--- src/rtl/uart_tx_fifo.sv ---
// Buffered 8N1 UART transmitter fed by the CPU's 9-bit {valid, byte} console port.
// A small FIFO absorbs bursts; bytes arriving while the FIFO is full are dropped and flagged.
module uart_tx_fifo #(
    parameter int CLKS_PER_BIT = 16,
    parameter int FIFO_LOG2    = 4
) (
    input  logic                 clock,
    input  logic                 reset_n,
    input  logic [8:0]           uart_in,
    output logic                 tx,
    output logic                 busy,
    output logic [FIFO_LOG2:0]   level,
    output logic                 overflow
);

    localparam int DEPTH  = 1 << FIFO_LOG2;
    localparam int LVL_W  = FIFO_LOG2 + 1;
    localparam int BAUD_W = (CLKS_PER_BIT > 2) ? $clog2(CLKS_PER_BIT) : 1;

    typedef enum logic [1:0] {IDLE, START, DATA, STOP} state_e;

    state_e                 state_q,    state_d;
    logic [FIFO_LOG2-1:0]   wr_ptr_q,   wr_ptr_d;
    logic [FIFO_LOG2-1:0]   rd_ptr_q,   rd_ptr_d;
    logic [LVL_W-1:0]       level_q,    level_d;
    logic                   overflow_q, overflow_d;
    logic [7:0]             shift_q,    shift_d;
    logic [2:0]             bit_idx_q,  bit_idx_d;
    logic [BAUD_W-1:0]      baud_q,     baud_d;
    logic                   tx_q,       tx_d;
    logic [7:0]             mem_q [DEPTH];

    logic push, pop, push_ok, baud_wrap;

    always_comb begin
        state_d    = state_q;
        wr_ptr_d   = wr_ptr_q;
        rd_ptr_d   = rd_ptr_q;
        level_d    = level_q;
        overflow_d = overflow_q;
        shift_d    = shift_q;
        bit_idx_d  = bit_idx_q;
        baud_d     = baud_q;
        tx_d       = tx_q;

        push      = uart_in[8];
        pop       = (state_q == IDLE) && (level_q != '0);
        // A full FIFO still accepts a byte when the head leaves on the same edge.
        push_ok   = push && ((level_q != LVL_W'(DEPTH)) || pop);
        baud_wrap = (baud_q == BAUD_W'(CLKS_PER_BIT - 1));

        if (push_ok)
            wr_ptr_d = wr_ptr_q + 1'b1;
        if (push && !push_ok)
            overflow_d = 1'b1;

        case ({push_ok, pop})
            2'b10:   level_d = level_q + 1'b1;
            2'b01:   level_d = level_q - 1'b1;
            default: level_d = level_q;
        endcase

        if (state_q == IDLE)
            baud_d = '0;
        else
            baud_d = baud_wrap ? '0 : baud_q + 1'b1;

        case (state_q)
            IDLE: begin
                tx_d = 1'b1;
                if (pop) begin
                    shift_d  = mem_q[rd_ptr_q];
                    rd_ptr_d = rd_ptr_q + 1'b1;
                    state_d  = START;
                    tx_d     = 1'b0;
                end
            end
            START: begin
                if (baud_wrap) begin
                    state_d   = DATA;
                    bit_idx_d = '0;
                    tx_d      = shift_q[0];
                end
            end
            DATA: begin
                if (baud_wrap) begin
                    if (bit_idx_q == 3'd7) begin
                        state_d = STOP;
                        tx_d    = 1'b1;
                    end else begin
                        shift_d   = {1'b0, shift_q[7:1]};
                        tx_d      = shift_q[1];
                        bit_idx_d = bit_idx_q + 1'b1;
                    end
                end
            end
            STOP: begin
                tx_d = 1'b1;
                if (baud_wrap)
                    state_d = IDLE;
            end
            default: state_d = IDLE;
        endcase
    end

    always_ff @(posedge clock or negedge reset_n) begin
        if (!reset_n) begin
            state_q    <= IDLE;
            wr_ptr_q   <= '0;
            rd_ptr_q   <= '0;
            level_q    <= '0;
            overflow_q <= 1'b0;
            shift_q    <= '0;
            bit_idx_q  <= '0;
            baud_q     <= '0;
            tx_q       <= 1'b1;
        end else begin
            state_q    <= state_d;
            wr_ptr_q   <= wr_ptr_d;
            rd_ptr_q   <= rd_ptr_d;
            level_q    <= level_d;
            overflow_q <= overflow_d;
            shift_q    <= shift_d;
            bit_idx_q  <= bit_idx_d;
            baud_q     <= baud_d;
            tx_q       <= tx_d;
        end
    end

    // Storage carries no reset; only entries between the pointers are ever read.
    always_ff @(posedge clock) begin
        if (push_ok)
            mem_q[wr_ptr_q] <= uart_in[7:0];
    end

    assign tx       = tx_q;
    assign level    = level_q;
    assign overflow = overflow_q;
    assign busy     = (state_q != IDLE) || (level_q != '0);

endmodule

--- config.mk ---
export PLATFORM = sky130hd
export DESIGN_NAME = uart_tx_fifo
export DESIGN_NICKNAME = d
export VERILOG_FILES = /design/src/rtl/uart_tx_fifo.sv
export SDC_FILE = /design/constraint.sdc
export NUM_CORES = 1
export LEC_CHECK = 0
export BUFFER_PORTS_ARGS = -buffer_cell sky130_fd_sc_hd__buf_2
export CORE_MARGIN = 2
export CORE_UTILIZATION = 30
export CTS_BUF_LIST = sky130_fd_sc_hd__clkbuf_8
export CTS_CLUSTER_SIZE = 20
export DETAILED_ROUTE_END_ITERATION = 7
export GPL_ROUTABILITY_DRIVEN = 0
export GPL_TIMING_DRIVEN = 0
export MAX_ROUTING_LAYER = met4
export SLEW_MARGIN = 5
export SYNTH_ARGS = -nofsm -noshare
export SYNTH_HDL_FRONTEND = slang
export SYNTH_SLANG_ARGS = --single-unit
--- constraint.sdc ---
create_clock -name clock -period 2.3 [get_ports clock]
set_input_delay 0 -clock clock [delete_from_list [all_inputs] [get_ports clock]]
set_output_delay 0 -clock clock [all_outputs]
set_load 0.02 [all_outputs]
==> out/qor.yml <==
synthesis:
  synthDistinctLibCells: 47
  synth-async-reset-ratio_pct: 20.00
  synth_top_flop_cell: "edfxtp_1"
  syn_inst: 413
  yosys_warnings: 0
  synth.net_count: 441
  synth-seq-cells: 160
  syn_area_per_cell_um2: 16.30
  synth_edf_count: 128
  synth_area_mm2: 0.006731
  yosysSeqAreaShare_pct: 69.01
die:
  die_y_um: 153.8
  io_pins: 19
  die_w_um: 153.8
  core_mm2: 0.02189
  start_util_pct: 30.75
  rows: 54
  fp.dieArea_mm2: 0.02365
power_and_ir_drop:
  seqPwrFrac_pct: 52.6
  power.leakage_nw: 2.787
  clkPwrFrac_pct: 28.1
  combinationalPowerShare_pct: 19.3
  internal_power_mw: 4.801
  peakVddDrop_mv: 0.5259
  switchingPower_mw: 1.971
  switching_share_pct: 29.11
  powerDensity_mw_per_mm2: 834.6
placed_design:
  pre_cts_slack_ns: -0.4864
  dp_hpwl_um: 9426
  portBuffers: 18
setup_path:
  required_ns: 2.68
  regToRegSetupSlack_ns: -0.03
  cp_max_fo: 4
  r2r_end: "level[4]"
  crit_arrival_ns: 2.71
  worstReg2RegStart: "level[1]"
  crit_type: "flop to flop"
  ff2ff_path_depth: 9
  crit_path_end_kind: "flop"
  crit_path_start_kind: "flop"
route:
  drc: 0
  drt-initial-drc-count: 295
  first_pass_iters: 4
  finalWirelength_um: 14460
  ant_nets: 0
  vias_per_cell: 4.894
  routedWlPerCell_um: 18.70
  vias: 3783
cells_and_area:
  drive_gt1_share_pct: 27.79
  diodes: 0
  finalNetCount: 508
  finalCoreUtilization_pct: 37.07
  area_growth_pct: 20.54
timing:
  tightest_slew_ns: 0.8558
  fin_crit_ns: 2.328
  setup_ws_ns: -0.02836
  max_freq_ghz: 0.4295
  slew_violations: 0
  hold_viol_final: 0
  period_share_pct: 101.2
  fin_skew_ns: 0.01116
  rsz0062_at_grt: "true"
  setup-violations-final: 1
  relSlewSlack_pct: 42.95
grt:
  grt_pass1_wl_um: 22940
  antenna_found_initial: 0
  grt_pass1_vias: 4047
  grt_max_degree: 33
  grt_usage_pct: 13.31
  grt-ovfl-total: 0
clocking:
  htreeDepth: 4
  clk_latency_ns: 0.45
  cts_buffer_depth: 2
  cts_tree: "done"
  cts_inserted_buffers: 17
  clk_pin_slew_ns: 0.09
  cts-root-buf: "clkbuf_8"
  cts.sinks: 160
outcome:
  violations: "setup timing"
  status: "finished with violations"
job:
  cap_violations: 0
hold_path:
  holdCritPathClass: "primary input to asynchronous set/reset pin"
[state kept, by name, indices dropped and copies added, names as in the netlist]
register	count
state_q	2
baud_q	4
tx	1
rd_ptr_q	4
mem_q	128
overflow	1
level	5
wr_ptr_q	4
shift_q	8
bit_idx_q	3
[through the flow]
stage	total power, mW	setup TNS (ns)	std cells	instance area [um^2]	hold WS [ns]
2_1_floorplan	4.295	-0.2822	413	6804	-0.2956
3_3_place_gp	4.557	-39.97	711	7244	0.1040
3_5_place_dp	4.626	-49.66	711	7244	0.1231
4_1_cts	6.788	-0.04602	771	8055	0.1641
5_1_grt	7.092	-0.09301	773	8114	0.1797
6_report	6.772	-0.02836	773	8114	0.1478
[layout make-up]
type / instances / area, um^2
Buffer: 20 / 102.6
Clock buffer: 17 / 234.0
Clock inverter: 15 / 122.6
Fill cell: 2064 / 13780
Inverter: 13 / 48.80
Multi-Input combinational cell: 219 / 2135
Sequential cell: 160 / 4648
Tap cell: 280 / 350.3
Timing Repair Buffer: 49 / 473.0
[critical path, stage by stage (launching register included)]
cell	delay, ns
dfrtp_2	0.41
or4_4	0.58
o21ai_4	0.18
nor2_4	0.07
fa_2	0.35
a21o_1	0.18
a21oi_2	0.14
nand3b_1	0.09
o21ai_1	0.10
xnor2_1	0.14
[cells in the final DEF (no fill, tap or decap), drive strengths merged, types with 6 or more instances in the layout]
cell,count
mux2i,30
inv,20
nor2,8
o22ai,6
o21ai,10
ha,16
xnor2,9
nand2,22
edfxtp,128
a21oi,15
buf,49
nor3,12
o311ai,6
mux4,18
clkbuf,27
dlygate4sd3,10
a22oi,14
dfrtp,31
o21a,7
[cell usage after synthesis, types with 2 or more instances]
library cell  count  area, um^2
buf_2             8       40.04
edfxtp_1        128        3844
nor3_1           12       60.06
a21oi_1          15       75.07
a21o_1            4       30.03
and2_1            5       31.28
inv_1            13       48.80
xnor2_1           9       78.83
a211oi_1          3       22.52
dfrtp_1          31       775.7
clkbuf_1         10       37.54
mux2i_1          30       300.3
nand3_1           4       20.02
nand2_1          21       78.83
nand2b_1          2       12.51
a22oi_1          14       105.1
buf_4             2       15.01
o21a_1            7       52.55
mux2_2            2       22.52
a22o_1            3       26.28
o311ai_0          6       52.55
mux2_4            3       45.04
o21ai_0           8       40.04
nor2_1            8       30.03
o22ai_1           6       37.54
xor2_1            2       17.52
ha_1             16       200.2
mux4_2           18       405.4
nor2b_1           5       31.28
[power groups by stage]
stage	clock network (mW)	logic, mW	registers, mW
floorplan	0	0.608	3.69
global placement	0	0.923	3.63
detailed placement	0	0.970	3.66
CTS	1.96	1.27	3.56
global route	2.08	1.42	3.59
finish	1.91	1.30	3.56
[kinds of logic after synthesis]
kind of cell	Yosys count	share of synthesized area [%]
AND/OR/NAND/NOR	65	4.982
multiplexers	53	11.49
XOR/XNOR	11	1.431
flip-flops	160	69.01
AO/OA/AOI/OAI	73	7.547
buffers and inverters	34	2.268
adder cells (fa/ha/maj)	17	3.271
[worst max-delay path by stage]
stage	from	cells past startpoint	endpoint	slack [ns]
6_report	level[1]	9	level[4]	-0.03
4_1_cts	level[1]	9	level[4]	-0.05
3_5_place_dp	state_q[1]	7	mem_q[9][6]	-0.49
5_1_grt	level[1]	9	level[4]	-0.09
2_1_floorplan	level[0]	9	level[4]	-0.15
3_3_place_gp	state_q[0]	7	mem_q[15][6]	-0.37
[what timing repair did]
action	CTS	global route
hold buffers	10	0
gates resized for setup	23	12
endpoints found under the hold margin	161	0
setup endpoints to repair	137	136
pin swaps	15	1
setup buffers	19	2
[layer usage]
metal,GRT usage [%],vias to the layer above,wire length [um]
met4,3.058,0,105
met3,3.579,11,751
met5,-,-,0
met1,16.54,1951,6317
li1,-,1740,-
met2,21.88,81,7281
No activity file was read; power rests on OpenSTA's default activity.
